[src/rtl/stat_seg_display.sv]
// 8-digit multiplexed seven-segment back-end: snapshots a switch-selected source once per frame and scans it out.
// Optional decimal display of the statistics counters is enabled by defining STAT_SEG_BCD_EN.
module stat_seg_display #(
  parameter int SCAN_DIV = 100000
) (
  input  logic        clk,
  input  logic        rst,
  input  logic [2:0]  sel,
  input  logic [31:0] Leddata,
  input  logic [31:0] Count_all,
  input  logic [31:0] Count_branch,
  input  logic [31:0] Count_jmp,
  input  logic [31:0] Count_pipe,
  input  logic [31:0] Count_load_use,
  input  logic [31:0] Count_redirect,
  output logic [7:0]  an,
  output logic [7:0]  seg,
  output logic [1:0]  conv_state_o
);

  localparam logic [19:0] PRESC_MAX = 20'(SCAN_DIV - 1);

  logic [2:0]  sel_meta_q, sel_sync_q;
  logic [19:0] presc_q;
  logic [2:0]  idx_q;
  logic [31:0] snap_q;
  logic [2:0]  snap_sel_q;
  logic [7:0]  an_q, an_d, seg_q, seg_d;
  logic [31:0] src;
  logic [31:0] disp;
  logic        ovf;
  logic        presc_wrap, frame_start;

  function automatic logic [6:0] glyph(input logic [3:0] n);
    case (n)
      4'h0: glyph = 7'h40;  4'h1: glyph = 7'h79;  4'h2: glyph = 7'h24;  4'h3: glyph = 7'h30;
      4'h4: glyph = 7'h19;  4'h5: glyph = 7'h12;  4'h6: glyph = 7'h02;  4'h7: glyph = 7'h78;
      4'h8: glyph = 7'h00;  4'h9: glyph = 7'h10;  4'hA: glyph = 7'h08;  4'hB: glyph = 7'h03;
      4'hC: glyph = 7'h46;  4'hD: glyph = 7'h21;  4'hE: glyph = 7'h06;  default: glyph = 7'h0E;
    endcase
  endfunction

  assign presc_wrap  = (presc_q == PRESC_MAX);
  assign frame_start = presc_wrap && (idx_q == 3'd7);

  always_comb begin
    src = 32'h0;
    case (sel_sync_q)
      3'd0: src = Leddata;
      3'd1: src = Count_all;
      3'd2: src = Count_branch;
      3'd3: src = Count_jmp;
      3'd4: src = Count_pipe;
      3'd5: src = Count_load_use;
      3'd6: src = Count_redirect;
      default: src = 32'h0;
    endcase
  end

  always_ff @(posedge clk or negedge rst) begin
    if (!rst) begin
      sel_meta_q <= 3'd0;
      sel_sync_q <= 3'd0;
      presc_q    <= 20'd0;
      idx_q      <= 3'd0;
      snap_q     <= 32'h0;
      snap_sel_q <= 3'd0;
      an_q       <= 8'hFF;
      seg_q      <= 8'hFF;
    end else begin
      sel_meta_q <= sel;
      sel_sync_q <= sel_meta_q;
      if (presc_wrap) begin
        presc_q <= 20'd0;
        idx_q   <= idx_q + 3'd1;
      end else begin
        presc_q <= presc_q + 20'd1;
      end
      if (frame_start) begin
        snap_q     <= src;
        snap_sel_q <= sel_sync_q;
      end
      an_q  <= an_d;
      seg_q <= seg_d;
    end
  end

`ifdef STAT_SEG_BCD_EN
  typedef enum logic [1:0] {IDLE = 2'd0, SHIFT = 2'd1, DONE = 2'd2} conv_state_e;

  conv_state_e state_q, state_d;
  logic [4:0]  cnt_q, cnt_d;
  logic [39:0] bcd_q, bcd_d;
  logic [31:0] disp_q, disp_d;
  logic        ovf_q, ovf_d;

  // One double-dabble step: correct every BCD digit >= 5, then shift the next binary bit in.
  function automatic logic [39:0] dabble(input logic [39:0] b, input logic bit_in);
    logic [39:0] t;
    t = b;
    for (int i = 0; i < 10; i++) begin
      if (t[4*i +: 4] >= 4'd5) t[4*i +: 4] = t[4*i +: 4] + 4'd3;
    end
    dabble = {t[38:0], bit_in};
  endfunction

  always_comb begin
    state_d = state_q;
    cnt_d   = cnt_q;
    bcd_d   = bcd_q;
    disp_d  = disp_q;
    ovf_d   = ovf_q;
    case (state_q)
      SHIFT: begin
        bcd_d = dabble(bcd_q, snap_q[5'd31 - cnt_q]);
        cnt_d = cnt_q + 5'd1;
        if (cnt_q == 5'd31) state_d = DONE;
      end
      DONE: begin
        disp_d  = bcd_q[31:0];
        ovf_d   = |bcd_q[39:32];
        state_d = IDLE;
      end
      default: state_d = IDLE;
    endcase
    // A new frame always wins: restart the conversion, or abandon it for a hex/blank source.
    if (frame_start) begin
      if (sel_sync_q inside {[3'd1:3'd6]}) begin
        state_d = SHIFT;
        cnt_d   = 5'd0;
        bcd_d   = 40'h0;
      end else begin
        state_d = IDLE;
        disp_d  = src;
        ovf_d   = 1'b0;
      end
    end
  end

  always_ff @(posedge clk or negedge rst) begin
    if (!rst) begin
      state_q <= IDLE;
      cnt_q   <= 5'd0;
      bcd_q   <= 40'h0;
      disp_q  <= 32'h0;
      ovf_q   <= 1'b0;
    end else begin
      state_q <= state_d;
      cnt_q   <= cnt_d;
      bcd_q   <= bcd_d;
      disp_q  <= disp_d;
      ovf_q   <= ovf_d;
    end
  end

  assign disp         = disp_q;
  assign ovf          = ovf_q;
  assign conv_state_o = state_q;
`else
  // Without the converter the snapshot itself is the displayed value.
  assign disp         = snap_q;
  assign ovf          = 1'b0;
  assign conv_state_o = 2'd0;
`endif

  always_comb begin
    an_d = ~(8'd1 << idx_q);
    if (snap_sel_q == 3'd7) seg_d = 8'hFF;
    else seg_d = {~(ovf && (idx_q == 3'd7)), glyph(disp[{idx_q, 2'b00} +: 4])};
  end

  assign an  = an_q;
  assign seg = seg_q;

endmodule

[config.mk]
export PLATFORM = sky130hd
export DESIGN_NAME = stat_seg_display
export DESIGN_NICKNAME = d
export VERILOG_FILES = /design/src/rtl/stat_seg_display.sv
export SDC_FILE = /design/constraint.sdc
export NUM_CORES = 1
export LEC_CHECK = 0
export ABC_AREA = 1
export CAP_MARGIN = 20
export CORE_MARGIN = 4
export CORE_UTILIZATION = 47
export CTS_CLUSTER_DIAMETER = 60
export DETAILED_ROUTE_END_ITERATION = 8
export GPL_TIMING_DRIVEN = 0
export PLACE_DENSITY = 0.9
export SLEW_MARGIN = 20
export SYNTH_ARGS = -nofsm -noshare
export SYNTH_HDL_FRONTEND = slang
export SYNTH_SLANG_ARGS = --single-unit
[constraint.sdc]
create_clock -name clk -period 5.6 [get_ports clk]
set_input_delay 1.12 -clock clk [delete_from_list [all_inputs] [get_ports clk]]
set_output_delay 1.12 -clock clk [all_outputs]
set_load 0.01 [all_outputs]
==> results.py <==
metrics = {
    "cts": {
        "cts-root-buf": "clkbuf_16",
        "h-tree-depth": 3,
        "clk_latency_ns": 0.34,
        "tritoncts": "done",
        "postCtsHoldBufs": 0,
        "post_cts_resized": 0,
        "clock_tree.buffer_depth": 2,
        "postCtsSetupBuffers": 0,
        "cts.sinks": 79,
        "path_clk_slew_ns": 0.06,
        "cts_buffers": 9,
    },
    "power": {
        "seqPwrFrac_pct": 40.5,
        "pwr-share-clk_pct": 38.5,
        "p_switching_w": 0.000354,
        "p_per_area_nw_per_um2": 160,
        "p_sw_share_pct": 24.9,
        "irDropWorstVdd_uv": 141,
        "p_leak_nw": 4.42,
        "p_comb_share_pct": 21.1,
        "internal_power_w": 0.00107,
    },
    "finish": {
        "multi_input_comb_area_um2": 2930,
        "postLayoutCoreUtil_pct": 72.9,
        "drive_gt1_share_pct": 7.07,
        "register_area_um2": 2000,
        "n_fill_cell": 973,
        "final_cell_area_um2": 8860,
        "fin_cells": 1343,
        "area_growth_pct": 49.9,
        "fin_nets": 1411,
    },
    "place": {
        "dp_hpwl_um": 17500,
        "dp_cells": 1326,
        "io_buffers": 243,
        "place_congestion": 0.934,
        "placed_area_um2": 8580,
    },
    "floorplan": {
        "initial_utilization_pct": 48.6,
        "die_x_um": 120,
        "num_rows": 40,
        "die_y_um": 120,
        "coreArea_um2": 12200,
        "ioPinCount": 247,
        "dieArea_um2": 14400,
    },
    "critical_path": {
        "crit_family": "buffers and inverters",
        "cpPeakStageDelay_ns": 0.54,
        "arrival_ns": 1.39,
        "cp_max_fo": 1,
        "required_ns": 4.48,
        "crit_chain": "clkdlybuf4s50_1",
        "reg2reg_depth": 13,
        "critical-path-slowest-cell": "clkdlybuf4s50_1",
        "cp-end-kind": "primary output",
        "cp_num_buf_inv": 1,
        "crit_cells": 1,
        "critPathKind": "reg -> out",
        "start_kind": "register",
    },
    "logic_synthesis": {
        "syn_area_um2": 5910,
        "async_reset_ff_share_pct": 100,
        "synthDistinctLibCells": 37,
        "synthCells": 913,
        "yosysSeqAreaShare_pct": 33.8,
        "syn_avg_cell_area_um2": 6.47,
        "ys_seq_elements": 79,
        "synthFlopType": "dfrtp_1",
        "yosysWarnings": 0,
        "synth_edf_count": 0,
    },
    "route": {
        "via_per_inst": 5.13,
        "route.final.wire_length_um": 21700,
        "dr.pass1.iters": 7,
        "vias": 6884,
        "drc": 0,
        "ant_nets": 0,
        "routedWlPerCell_um": 16.2,
        "drt_iter0_drc": 643,
    },
    "timing": {
        "post-route-period-util_pct": 44.9,
        "setup_viol": 0,
        "setup_tns_ns": 0,
        "slew_viol_final": 0,
        "slew_headroom_pct": 61.3,
        "clock.fmax_mhz": 398,
        "worst_pin_slew_ns": 0.581,
        "rsz0062_at_grt": "no",
        "finClkSkew_ns": 0.00582,
        "hold_violations": 0,
        "min_period_ns": 2.51,
    },
    "global_routing": {
        "grt_overflow": 0,
        "grt_usage_pct": 30.2,
        "antenna_found_initial": 2,
        "grt_pass1_vias": 6818,
        "grt_pass1_wl_um": 34300,
        "grt_max_degree": 55,
    },
    "status": {
        "status": "complete, no violations",
    },
    "hold_path": {
        "min_path_type": "reg -> reg",
        "hold_depth": 0,
    },
    "flow_run": {
        "cap_viol_max_count": 0,
    },
}
==> final timing paths <==
path	start	endpoint	slack (ns)
min in group asynchronous	rst	disp[5]	0.68
worst max register to register	idx_q[0]	seg[5]	3.40
max in group asynchronous	rst	an[7]	4.31
worst max-delay path	an[1]	an[1]	3.09
worst min-delay path	sel_meta_q[1]	sel_sync_q[1]	0.35
worst min register to register	sel_meta_q[1]	sel_sync_q[1]	0.35
==> worst register-to-register path, cell delays in order (launching register included) <==
cell	delay, ns
dfrtp_1	0.39
buf_2	0.18
inv_2	0.16
buf_6	0.18
nand2_1	0.08
nand3_1	0.07
nand3_1	0.06
o21ai_1	0.26
inv_1	0.16
ha_1	0.24
nand3_1	0.13
nand2_1	0.07
nand2_1	0.06
nand3_1	0.07
==> metrics by stage <==
step | hold WS, ns | worst slack [ns] | power [W]
final | 0.348 | 3.09 | 0.00142
after global routing | 0.357 | 3.05 | 0.00148
after floorplan | 0.331 | 3.75 | 0.000674
after global placement | 0.336 | 0.817 | 0.000876
after CTS | 0.351 | 3.07 | 0.00142
after detailed placement | 0.337 | 3.34 | 0.000881
==> cells in the mapped netlist, types with 2 or more instances <==
cell type / instances / share of area [%]
a21oi_1: 15 / 1.3
and3_1: 2 / 0.21
buf_2: 22 / 1.9
buf_4: 4 / 0.51
buf_6: 8 / 1.5
clkbuf_1: 7 / 0.44
conb_1: 2 / 0.13
dfrtp_1: 64 / 27
dfstp_2: 15 / 6.7
ha_1: 13 / 2.8
inv_1: 188 / 12
inv_2: 6 / 0.38
nand2_1: 260 / 17
nand2_2: 2 / 0.21
nand3_1: 79 / 6.7
nand3b_1: 9 / 1.1
nand4_1: 17 / 1.8
nor2_1: 63 / 4.0
nor3_1: 4 / 0.34
o211a_1: 9 / 1.5
o21ai_0: 55 / 4.7
o21ai_1: 16 / 1.4
o21bai_1: 2 / 0.25
o22ai_1: 31 / 3.3
xor2_1: 8 / 1.2
==> registers in the layout, indices dropped and copies added (netlist names) <==
signal / count
sel_sync_q: 3
sel_meta_q: 3
disp: 32
an: 8
presc_q: 20
idx_q: 3
snap_sel_q: 3
seg: 7
==> cells in the final DEF (no fill, tap or decap), types with 6 or more instances in the layout <==
| master | Yosys | final |
|---|---|---|
| nand2_1 | 260 | 260 |
| clkdlybuf4s50_1 | 0 | 242 |
| inv_1 | 188 | 188 |
| nand3_1 | 79 | 79 |
| dfrtp_1 | 64 | 64 |
| nor2_1 | 63 | 63 |
| o21ai_0 | 55 | 55 |
| o22ai_1 | 31 | 31 |
| buf_2 | 22 | 22 |
| nand4_1 | 17 | 17 |
| o21ai_1 | 16 | 16 |
| a21oi_1 | 15 | 15 |
| dfstp_2 | 15 | 15 |
| ha_1 | 13 | 13 |
| nand3b_1 | 9 | 9 |
| o211a_1 | 9 | 9 |
| clkbuf_16 | 0 | 9 |
| buf_6 | 8 | 8 |
| xor2_1 | 8 | 8 |
| clkbuf_1 | 7 | 8 |
| inv_2 | 6 | 6 |
==> per-layer routing <==
metal	share of wire (%)	global-route usage, %	vias up
met3	9.4	8.86	71
met1	38	35.1	3075
met4	3.7	11.4	2
met2	49	52.4	391
met5	0.060	0	-
li1	-	-	3345
==> kinds of logic after synthesis <==
| group | count (synthesis) | share of synthesized area, % |
|---|---|---|
| compound gates | 130 | 12.6 |
| fa+ha+maj | 13 | 2.75 |
| other cells | 2 | 0.127 |
| xor+xnor | 9 | 1.33 |
| flops | 79 | 33.8 |
| buf+inv | 236 | 16.7 |
| simple gates | 444 | 32.7 |
==> power groups by stage <==
stage | Sequential (W) | Combinational, W | Clock [W]
floorplan | 0.000585 | 0.0000900 | 0
global route | 0.000575 | 0.000322 | 0.000579
finish | 0.000575 | 0.000299 | 0.000547
global placement | 0.000585 | 0.000290 | 0
detailed placement | 0.000585 | 0.000296 | 0
CTS | 0.000575 | 0.000297 | 0.000548
==> final cells by class <==
| type | count | share of cell area, % |
|---|---|---|
| Timing Repair Buffer | 244 | 27.7 |
| Clock buffer | 11 | 2.74 |
| Antenna cell | 1 | 0.0282 |
| Sequential cell | 79 | 22.5 |
| Inverter | 195 | 8.26 |
| Tap cell | 168 | 2.37 |
| Clock inverter | 5 | 0.381 |
| Buffer | 41 | 2.89 |
| Multi-Input combinational cell | 599 | 33.1 |
Power figures use the tool's default switching activity.
==> edit, RTL diff (same settings) <==
Build with the macro `STAT_SEG_BCD_EN` defined.
--- a/src/rtl/stat_seg_display.sv
+++ b/src/rtl/stat_seg_display.sv
@@ -1,4 +1,6 @@
 // 8-digit multiplexed seven-segment back-end: snapshots a switch-selected source once per frame and scans it out.
 // Optional decimal display of the statistics counters is enabled by defining STAT_SEG_BCD_EN.
+`define STAT_SEG_BCD_EN
+
 module stat_seg_display #(
   parameter int SCAN_DIV = 100000
Check against the original RTL: same outputs for any inputs over 10 cycles, from zero or initial values and one cycle with rst low; that may be too few to reach the edited logic, so the function may still have changed.
==> edit against the unedited design <==
- sequential power grew 100%
- utilization fell by 8.7 points
- die area rose by 66%
- maximum frequency down 13%
- clock skew increased by 3.0 ps
- sequential cell count up 81
- power rose by 85%
- design area increased by 53%
- via count rose by 64%
- routed wire length grew 68%
- clock power increased by 110%
- worst setup slack worse by 370 ps
- area after synthesis rose by 72%
- critical path type is now register to register
- critical endpoint is now seg[5]$_DFF_PN1_
- largest cell class unchanged
- largest power group unchanged
==> edit: results (changes against the unedited design) <==
[outcome]
status=completed  ; unchanged

[detailed_routing]
drt_iter0_markers=1367  ; was 643
wl_per_cell_um=18.2  ; was 16.2 um
via_per_inst=5.64  ; was 5.13
firstDrtPassIters=6  ; was 7

[placement]
io_buffer_count=246  ; was 243
hpwlAfterDp_um=28200  ; was 17,500 um
gp_congestion=0.986  ; was 0.934
pre_cts_slack_ps=2950  ; was 3340 ps
dpl-instance-area_um2=13000  ; was 8580 um2

[global_route]
grt_pass1_wl_um=57100  ; was 34,300 um
antenna_found_initial=3  ; was 2
grt_pass1_vias=10989  ; was 6,818

[yosys]
ys_seq_area_share_pct=39.6  ; was 33.8%
synthTopCellsByArea=dfrtp_1 35%, nand2_1 19%, o21ai_0 5.9%  ; was dfrtp_1 27%, nand2_1 17%, inv_1 12%
synth_common_cells=506 x nand2_1, 144 x dfrtp_1, 144 x inv_1  ; was 260 x nand2_1, 188 x inv_1, 79 x nand3_1
yosys.area_share.xor_xnor_pct=1.21  ; was 1.33%
yosysUniqueCellTypes=43  ; was 37

[setup_path]
cp.arrival_ps=3250  ; was 1390 ps
rr_worst_depth=11  ; was 13
crit_path_max_incr_delay_ps=620  ; was 540 ps
cp_max_fo=10  ; was 1
ff2ff_setup_slack_ps=2720  ; was 3400 ps
crit-reg2reg-launch=idx_q[1]$_DFFE_PN0N_  ; was idx_q[0]$_DFFE_PN0N_

[clock_tree]
cts_htree_levels=4  ; was 3
cts_buffers=17  ; was 9
insertion_delay_ps=440  ; was 340 ps

[final_layout]
drive_gt1_share_pct=7.20  ; was 7.07%
fillCellCount=1713  ; was 973
antenna_cells=0  ; was 1
stdcell_area_um2=13600  ; was 8860 um2
largest_register_ffs=40  ; was 32
fin_nets=1974  ; was 1,411

[timing]
max_slew.worst_pin.slew_ps=902  ; was 581 ps

[power_and_ir_drop]
ir_drop_v=0.000198  ; was 0.000141 V
leakagePower_nw=6.25  ; was 4.42 nW

[edit: changes by cell type after synthesis, moves of 29 or more]
cell	delta
inv_1	-44
dfrtp_1	+80
nor2_1	+69
o21ai_2	+29
o22ai_1	-30
nand2_1	+246
a21oi_1	+51
o21ai_0	+64
[edit: cell families (layout without fill, tap and decap cells)]
logic type | after synthesis | after routing
DFF | 160 | 160
AOI/OAI and AO/OA | 263 | 263
muxes | 4 | 4
buffers and inverters | 211 | 490
xor gates and xnor gates | 14 | 14
adders and majority gates | 36 | 36
and+or+nand+nor | 755 | 755
[edit: layout make-up]
class / instances / share of cell area [%]
buffer: 62 / 2.31
clock buffer: 18 / 3.16
clock inverter: 14 / 1.10
inverter: 149 / 4.12
multi-input combinational: 1072 / 38.7
sequential: 160 / 29.7
tap: 275 / 2.54
timing repair buffer: 247 / 18.4
[edit: critical path, delay by kind of cell, from the launching register on]
family / cells / cell delay [ps]
buf+inv: 3 / 760
flops: 1 / 390
compound gates: 4 / 1090
simple gates: 3 / 300
fa+ha+maj: 1 / 270
[edit: power breakdown]
part	leakage (nW)	switching, mW	internal [mW]
combinational	4.15	0.142	0.173
clock	0.278	0.531	0.629
sequential	1.82	0.00210	1.16
total	6.25	0.675	1.96
[edit: layer usage]
layer	share of wire (%)	up-vias	routed length, um	track usage, %
met1	39	5320	14300	39.7
met5	0.13	-	46	0
li1	-	5177	-	-
met2	47	673	17300	48.5
met4	2.6	6	958	9.25
met3	11	87	3830	7.20
[edit: stage by stage]
step | hold slack [ps] | std cells
after floorplan | 331 | 1443
after global routing | 377 | 1997
after CTS | 365 | 1997
after global placement | 339 | 1964
after detailed placement | 335 | 1965
final | 363 | 1997
[edit: worst min path at each step]
stage,startpoint,endpoint,slack [ps],cells past startpoint
5_1_grt,sel_meta_q[0]$_DFF_PN0_,sel_sync_q[0]$_DFF_PN0_,380,0
6_report,sel_meta_q[1]$_DFF_PN0_,sel_sync_q[1]$_DFF_PN0_,360,0
3_5_place_dp,sel_meta_q[0]$_DFF_PN0_,sel_sync_q[0]$_DFF_PN0_,330,0
3_3_place_gp,sel_meta_q[0]$_DFF_PN0_,sel_sync_q[0]$_DFF_PN0_,340,0
2_1_floorplan,sel_meta_q[0]$_DFF_PN0_,sel_sync_q[0]$_DFF_PN0_,330,0
4_1_cts,sel_meta_q[1]$_DFF_PN0_,sel_sync_q[1]$_DFF_PN0_,360,0
